$ cat src/rtl/arb_mux_if.sv
// Request/response bundle between the N-channel producers, the arbiter and the
// single downstream consumer. slave = arbiter side, master = surrounding logic.
interface arb_mux_if #(
  parameter int WIDTH    = 16,
  parameter int CHANNELS = 4
);
  localparam int CW = (CHANNELS > 1) ? $clog2(CHANNELS) : 1;

  logic [CHANNELS-1:0]       i_valid;
  logic [CHANNELS*WIDTH-1:0] i_data;
  logic [CHANNELS-1:0]       o_ready;
  logic                      o_valid;
  logic [WIDTH-1:0]          o_data;
  logic [CW-1:0]             o_chan;
  logic                      i_ready;

  modport slave (
    input  i_valid, i_data, i_ready,
    output o_ready, o_valid, o_data, o_chan
  );

  modport master (
    output i_valid, i_data, i_ready,
    input  o_ready, o_valid, o_data, o_chan
  );
endinterface

$ cat src/rtl/arb_mux.sv
// N-to-1 arbitrating mux with a single registered output stage.
// Round-robin or fixed-priority grant; full throughput under continuous accept.
module arb_mux #(
  parameter int WIDTH    = 16,
  parameter int CHANNELS = 4,
  parameter int RR_MODE  = 1
) (
  input  logic     i_clk,
  input  logic     i_rst_n,
  arb_mux_if.slave bus
);
  localparam int CW = (CHANNELS > 1) ? $clog2(CHANNELS) : 1;

  logic [CW-1:0]                  ptr;
  logic                           valid_q;
  logic [WIDTH-1:0]               data_q;
  logic [CW-1:0]                  chan_q;

  logic                           load_en;
  logic [CHANNELS-1:0]            grant;
  logic [CW-1:0]                  sel;
  logic                           found;
  logic                           xfer;
  logic [CHANNELS-1:0][WIDTH-1:0] masked;
  logic [WIDTH-1:0]               sel_data;

  assign load_en = !valid_q || bus.i_ready;

  // Search order starts at ptr in round-robin mode, at 0 otherwise.
  always_comb begin
    int idx;
    grant = '0;
    sel   = '0;
    found = 1'b0;
    idx   = 0;
    for (int i = 0; i < CHANNELS; i++) begin
      if (RR_MODE != 0) begin
        idx = int'(ptr) + i;
        if (idx >= CHANNELS) idx = idx - CHANNELS;
      end else begin
        idx = i;
      end
      if (!found && bus.i_valid[idx]) begin
        found      = 1'b1;
        grant[idx] = 1'b1;
        sel        = CW'(idx);
      end
    end
  end

  assign bus.o_ready = load_en ? grant : '0;
  assign xfer        = load_en && found;

  // One-hot AND-OR select keeps the data path off the ready path.
  for (genvar k = 0; k < CHANNELS; k++) begin : g_mask
    assign masked[k] = bus.i_data[k*WIDTH +: WIDTH] & {WIDTH{grant[k]}};
  end

  always_comb begin
    sel_data = '0;
    for (int k = 0; k < CHANNELS; k++) sel_data = sel_data | masked[k];
  end

  always_ff @(posedge i_clk) begin
    if (!i_rst_n) begin
      valid_q <= 1'b0;
      data_q  <= '0;
      chan_q  <= '0;
      ptr     <= '0;
    end else if (load_en) begin
      valid_q <= xfer;
      if (xfer) begin
        data_q <= sel_data;
        chan_q <= sel;
        ptr    <= (sel == CW'(CHANNELS - 1)) ? '0 : sel + CW'(1);
      end
    end
  end

  assign bus.o_valid = valid_q;
  assign bus.o_data  = data_q;
  assign bus.o_chan  = chan_q;
endmodule

$ cat src/flat_wrapper.sv
// flat-port wrapper written by rule: the top's interface ports become plain ports
module arb_mux_flat 
#(
  parameter int WIDTH    = 16,
  parameter int CHANNELS = 4,
  parameter int RR_MODE  = 1
)
  (i_clk, i_rst_n, bus_i_valid, bus_i_data, bus_i_ready, bus_o_ready, bus_o_valid, bus_o_data, bus_o_chan);
  arb_mux_if #(.WIDTH(WIDTH), .CHANNELS(CHANNELS)) bus_i ();
  input  logic i_clk;
  input  logic i_rst_n;
  input wire logic [$bits(bus_i.i_valid)-1:0] bus_i_valid;
  input wire logic [$bits(bus_i.i_data)-1:0] bus_i_data;
  input wire logic [$bits(bus_i.i_ready)-1:0] bus_i_ready;
  output wire logic [$bits(bus_i.o_ready)-1:0] bus_o_ready;
  output wire logic [$bits(bus_i.o_valid)-1:0] bus_o_valid;
  output wire logic [$bits(bus_i.o_data)-1:0] bus_o_data;
  output wire logic [$bits(bus_i.o_chan)-1:0] bus_o_chan;
  assign bus_i.i_valid = bus_i_valid;
  assign bus_i.i_data = bus_i_data;
  assign bus_i.i_ready = bus_i_ready;
  assign bus_o_ready = bus_i.o_ready;
  assign bus_o_valid = bus_i.o_valid;
  assign bus_o_data = bus_i.o_data;
  assign bus_o_chan = bus_i.o_chan;
  arb_mux #(.WIDTH(WIDTH), .CHANNELS(CHANNELS), .RR_MODE(RR_MODE)) u_core (.i_clk(i_clk), .i_rst_n(i_rst_n), .bus(bus_i));
endmodule
$ cat config.mk
export PLATFORM = sky130hd
export DESIGN_NAME = arb_mux_flat
export DESIGN_NICKNAME = d
export VERILOG_FILES = /design/src/rtl/arb_mux_if.sv /design/src/rtl/arb_mux.sv /design/src/flat_wrapper.sv
export SDC_FILE = /design/constraint.sdc
export NUM_CORES = 1
export LEC_CHECK = 0
export ABC_AREA = 1
export CORE_MARGIN = 3
export CORE_UTILIZATION = 39
export DETAILED_ROUTE_END_ITERATION = 12
export PLACE_DENSITY = 0.89
export SYNTH_ARGS = -nofsm -noshare
export SYNTH_HDL_FRONTEND = slang
export SYNTH_SLANG_ARGS = --single-unit
$ cat constraint.sdc
create_clock -name i_clk -period 3.1 [get_ports i_clk]
set_input_delay 0.775 -clock i_clk [delete_from_list [all_inputs] [get_ports i_clk]]
set_output_delay 0.775 -clock i_clk [all_outputs]
set_load 0.05 [all_outputs]
==> results.json <==
{
  "worst_setup_path_startpoint": "u_core.ptr[1]",
  "post_synth_inst_count": 284,
  "timing.critical_path.max_delay_family": "simple AND/OR/NAND/NOR gates",
  "synthTopCellsByCount": "sky130_fd_sc_hd__nand2_1, sky130_fd_sc_hd__nor2_1, sky130_fd_sc_hd__nand3_1, sky130_fd_sc_hd__dfxtp_1, sky130_fd_sc_hd__o21ai_0",
  "die_height_um": 71.5,
  "synth_top_area_share_pct": 26.7,
  "antenna_cells_inserted": 0,
  "globalRouteTotalUtil_pct": 19.7,
  "finalClockSkew_ps": 1.57,
  "status": "complete, no violations",
  "filler_cell_count": 340,
  "post-dp-hpwl_mm": 4.02,
  "coreArea_um2": 4060,
  "io-pin-count": 94,
  "initial_util_pct": 41.2,
  "period_needed_ps": 2950,
  "route.detailed.wl_per_inst_um": 12.2,
  "ffs_latches_synth": 21,
  "grt_max_degree": 37,
  "synth.lib_cells_used.distinct": 25,
  "maxSlewViolCount": 0,
  "drt.antenna.violating_nets": 0,
  "timing.critical_path.fanout_max": 6,
  "synth_compound_gate_area_share_pct": 10.9,
  "critPathCapture": "bus_o_ready[2]",
  "post_synth_and_or_nand_nor_area_fraction_pct": 52.4,
  "ir_worst_vdd_mv": 1.14,
  "wire_length_of_the_first_global_routing_pass_mm": 8.36,
  "tritoncts_clock_tree": "built",
  "final.setup.tns_ps": 0,
  "tritoncts.num_buffers": 3,
  "grt-ovfl-total": 0,
  "initial_antenna_violation_count": 0,
  "clkSinkCount": 21,
  "hold_path_startpoint": "u_core.bus.o_data[0]",
  "nNetsFinal": 459,
  "synth.net_count": 360,
  "setup.worst_path.start_class": "flip-flop",
  "max_freq_mhz": 339,
  "synth-warning-count": 0,
  "post_route_cells_drive_above_1_share_pct": 13.1,
  "clkLatencyLatePin_ps": 250,
  "vias_per_cell": 4.88,
  "placement.setup.worst_slack_ps": -37.3,
  "worstReg2RegEnd": "u_core.ptr[1]",
  "dieArea_um2": 5110,
  "slew_headroom_pct": 58.1,
  "async_reset_ff_share_pct": 0,
  "fin_area_um2": 2780,
  "detail_route.wirelength.met1_mm": 2.20,
  "area_growth_syn_to_layout_pct": 66.4,
  "avgSynthCellArea_um2": 5.89,
  "setup-violations-final": 0,
  "synth_enable_flop_cells": 0,
  "final_critical_path_setup_slack_ps": 152,
  "r2r.worst_path.cells": 15,
  "path_buf_inv": 4,
  "cp-end-kind": "primary output",
  "dpl-instance-area_um2": 2660,
  "num_vias": 2107,
  "synth_most_common_cell": "sky130_fd_sc_hd__nand2_1",
  "count_of_routing_violations_after_the_opening_detailed_route_iteration": 83,
  "drc": 0,
  "worst-setup-path-type": "reg2out",
  "synth.cell_area_um2": 1670,
  "buffer_ports.inserted": 93,
  "timing.final.hold_violations": 0,
  "total_of_hold_buffers_inserted_after_clock_tree_synthesis": 0,
  "tightestPinTransition_ps": 627,
  "timing.rr.start": "u_core.ptr[1]",
  "total_leakage_power_nw": 1.33,
  "dominant_combinational_cell_family_by_area_after_synthesis": "simple AND/OR/NAND/NOR gates",
  "cp_num_cells": 12,
  "max_cap_violations": 0,
  "powerDensity_nw_per_um2": 1080,
  "yosys.area.top_type": "sky130_fd_sc_hd__nand2_1",
  "core.rowCount": 23,
  "wl_mm": 5.26,
  "post-place-cells": 425,
  "synth-seq-area-share_pct": 25.1,
  "synth-xor-area-share_pct": 0,
  "synth-adder-area-share_pct": 3.74,
  "power.total_mw": 3.00,
  "grt_setup_unrepaired": "false",
  "cpMaxStageDelayCell": "sky130_fd_sc_hd__dfxtp_4",
  "clk_root_buffer_cell": "sky130_fd_sc_hd__clkbuf_8",
  "timing.critical_path.slowest_cell_delay_ps": 380,
  "synth_ff_type": "sky130_fd_sc_hd__dfxtp_1",
  "arrival_ps": 2170,
  "clk_pin_slew_worst_paths_ps": 70,
  "hold_class": "reg2reg",
  "worst-endpoint-required_ps": 2320,
  "synth.mux.area_fraction_pct": 0,
  "dieWidth_um": 71.5,
  "routed-wl-met2_mm": 2.52,
  "detailroute.wirelength.met3_um": 487,
  "dr.max_layer_used": "met4",
  "place.gp.congestion": 0.895,
  "fin_crit_sh_pct": 95.1,
  "cts_h_tree_lvls": 1,
  "first_global_vias": 1937,
  "layout.cells.non_filler": 432,
  "reg2reg_slack_ps": 860,
  "drt_pre_antenna_iters": 4,
  "cts_buffer_depth": 2,
  "crit_chain": "inv_2 > ha_2 > inv_1 > nand3_1 > nand2_2 > nand3_1 > nor2_4 > nand2_1 > nand3_2 > nand2_1 > inv_1 > buf_4",
  "synth.top_cells.by_area": "sky130_fd_sc_hd__nand2_1, sky130_fd_sc_hd__dfxtp_1, sky130_fd_sc_hd__nor2_1"
}
==> where the power goes <==
part           switching (mW)  internal [mW]
clock                  0.0806         0.0913
combinational            1.55          0.848
sequential             0.0535          0.379
total                    1.69           1.32
==> placed cells by master (no fill, tap or decap), drive strengths merged <==
cell,count
nand2,127
clkdlybuf4s50,85
nor2,40
nand3,28
o21ai,22
dfxtp,21
inv,19
buf,14
ha,5
a21oi,5
dlymetal6s2s,4
a21boi,4
clkbuf,4
nand4,3
o211a,1
==> through the flow <==
stage / util [%] / hold slack [ps]
2_1_floorplan: - / 641
5_1_grt: 68.6 / 559
6_report: 68.6 / 514
3_3_place_gp: 65.6 / 496
3_5_place_dp: 65.6 / 500
4_1_cts: 67.0 / 520
==> kinds of logic after synthesis <==
| logic type | Yosys count |
|---|---|
| buffers and inverters | 28 |
| DFF | 21 |
| adders and majority gates | 5 |
| AOI/OAI and AO/OA | 32 |
| and+or+nand+nor | 198 |
==> state kept, by name (all words and copies together), names as in the netlist, named ones only <==
| signal | count |
|---|---|
| u_core.bus.o_data | 16 |
| u_core.bus.o_chan | 2 |
| u_core.bus.o_valid | 1 |
| u_core.ptr | 1 |
==> metal layers <==
metal	global-route usage [%]	vias to the layer above
met1	24.5	934
met2	34.4	81
met4	3.55	0
met3	5.05	4
met5	0	-
li1	-	1088
==> final cells by class <==
type                    instances  area (um^2)  area share [%]
well taps                      50         62.6            2.25
clock buffers                   4         45.0            1.62
inverters                      19         73.8            2.65
repair buffers                103         1020            36.6
multi-input cells             235         1160            41.7
flip-flops and latches         21          424            15.2
==> repair_timing <==
item / 4_1_cts / 5_1_grt
setup buffers: 0 / 3
endpoints found under the setup margin: 3 / 4
pin swaps: 1 / 6
endpoints found under the hold margin: 0 / 0
gates resized for setup: 5 / 14
==> worst reg2reg max path, stage by stage (launching register included) <==
cell and delay [ps]:
sky130_fd_sc_hd__dfxtp_4 400, sky130_fd_sc_hd__inv_2 90, sky130_fd_sc_hd__ha_2 390, sky130_fd_sc_hd__inv_1 80, sky130_fd_sc_hd__nand2_1 70, sky130_fd_sc_hd__nand2_1 90, sky130_fd_sc_hd__nor2_4 170, sky130_fd_sc_hd__nand2_4 90
sky130_fd_sc_hd__buf_4 140, sky130_fd_sc_hd__inv_2 60, sky130_fd_sc_hd__nand2_2 70, sky130_fd_sc_hd__nand2_4 90, sky130_fd_sc_hd__inv_4 130, sky130_fd_sc_hd__nand3_1 120, sky130_fd_sc_hd__nand2_1 60, sky130_fd_sc_hd__nor2_1 130
==> worst min-delay path by stage <==
stage               slack, ps  cells past startpoint                   end
floorplan                 640                      4         u_core.ptr[1]
global placement          500                      2  u_core.bus.o_data[0]
detailed placement        500                      2  u_core.bus.o_data[0]
CTS                       520                      2  u_core.bus.o_data[0]
global route              560                      2  u_core.bus.o_data[0]
finish                    510                      2  u_core.bus.o_data[0]
Power figures use the tool's default switching activity.
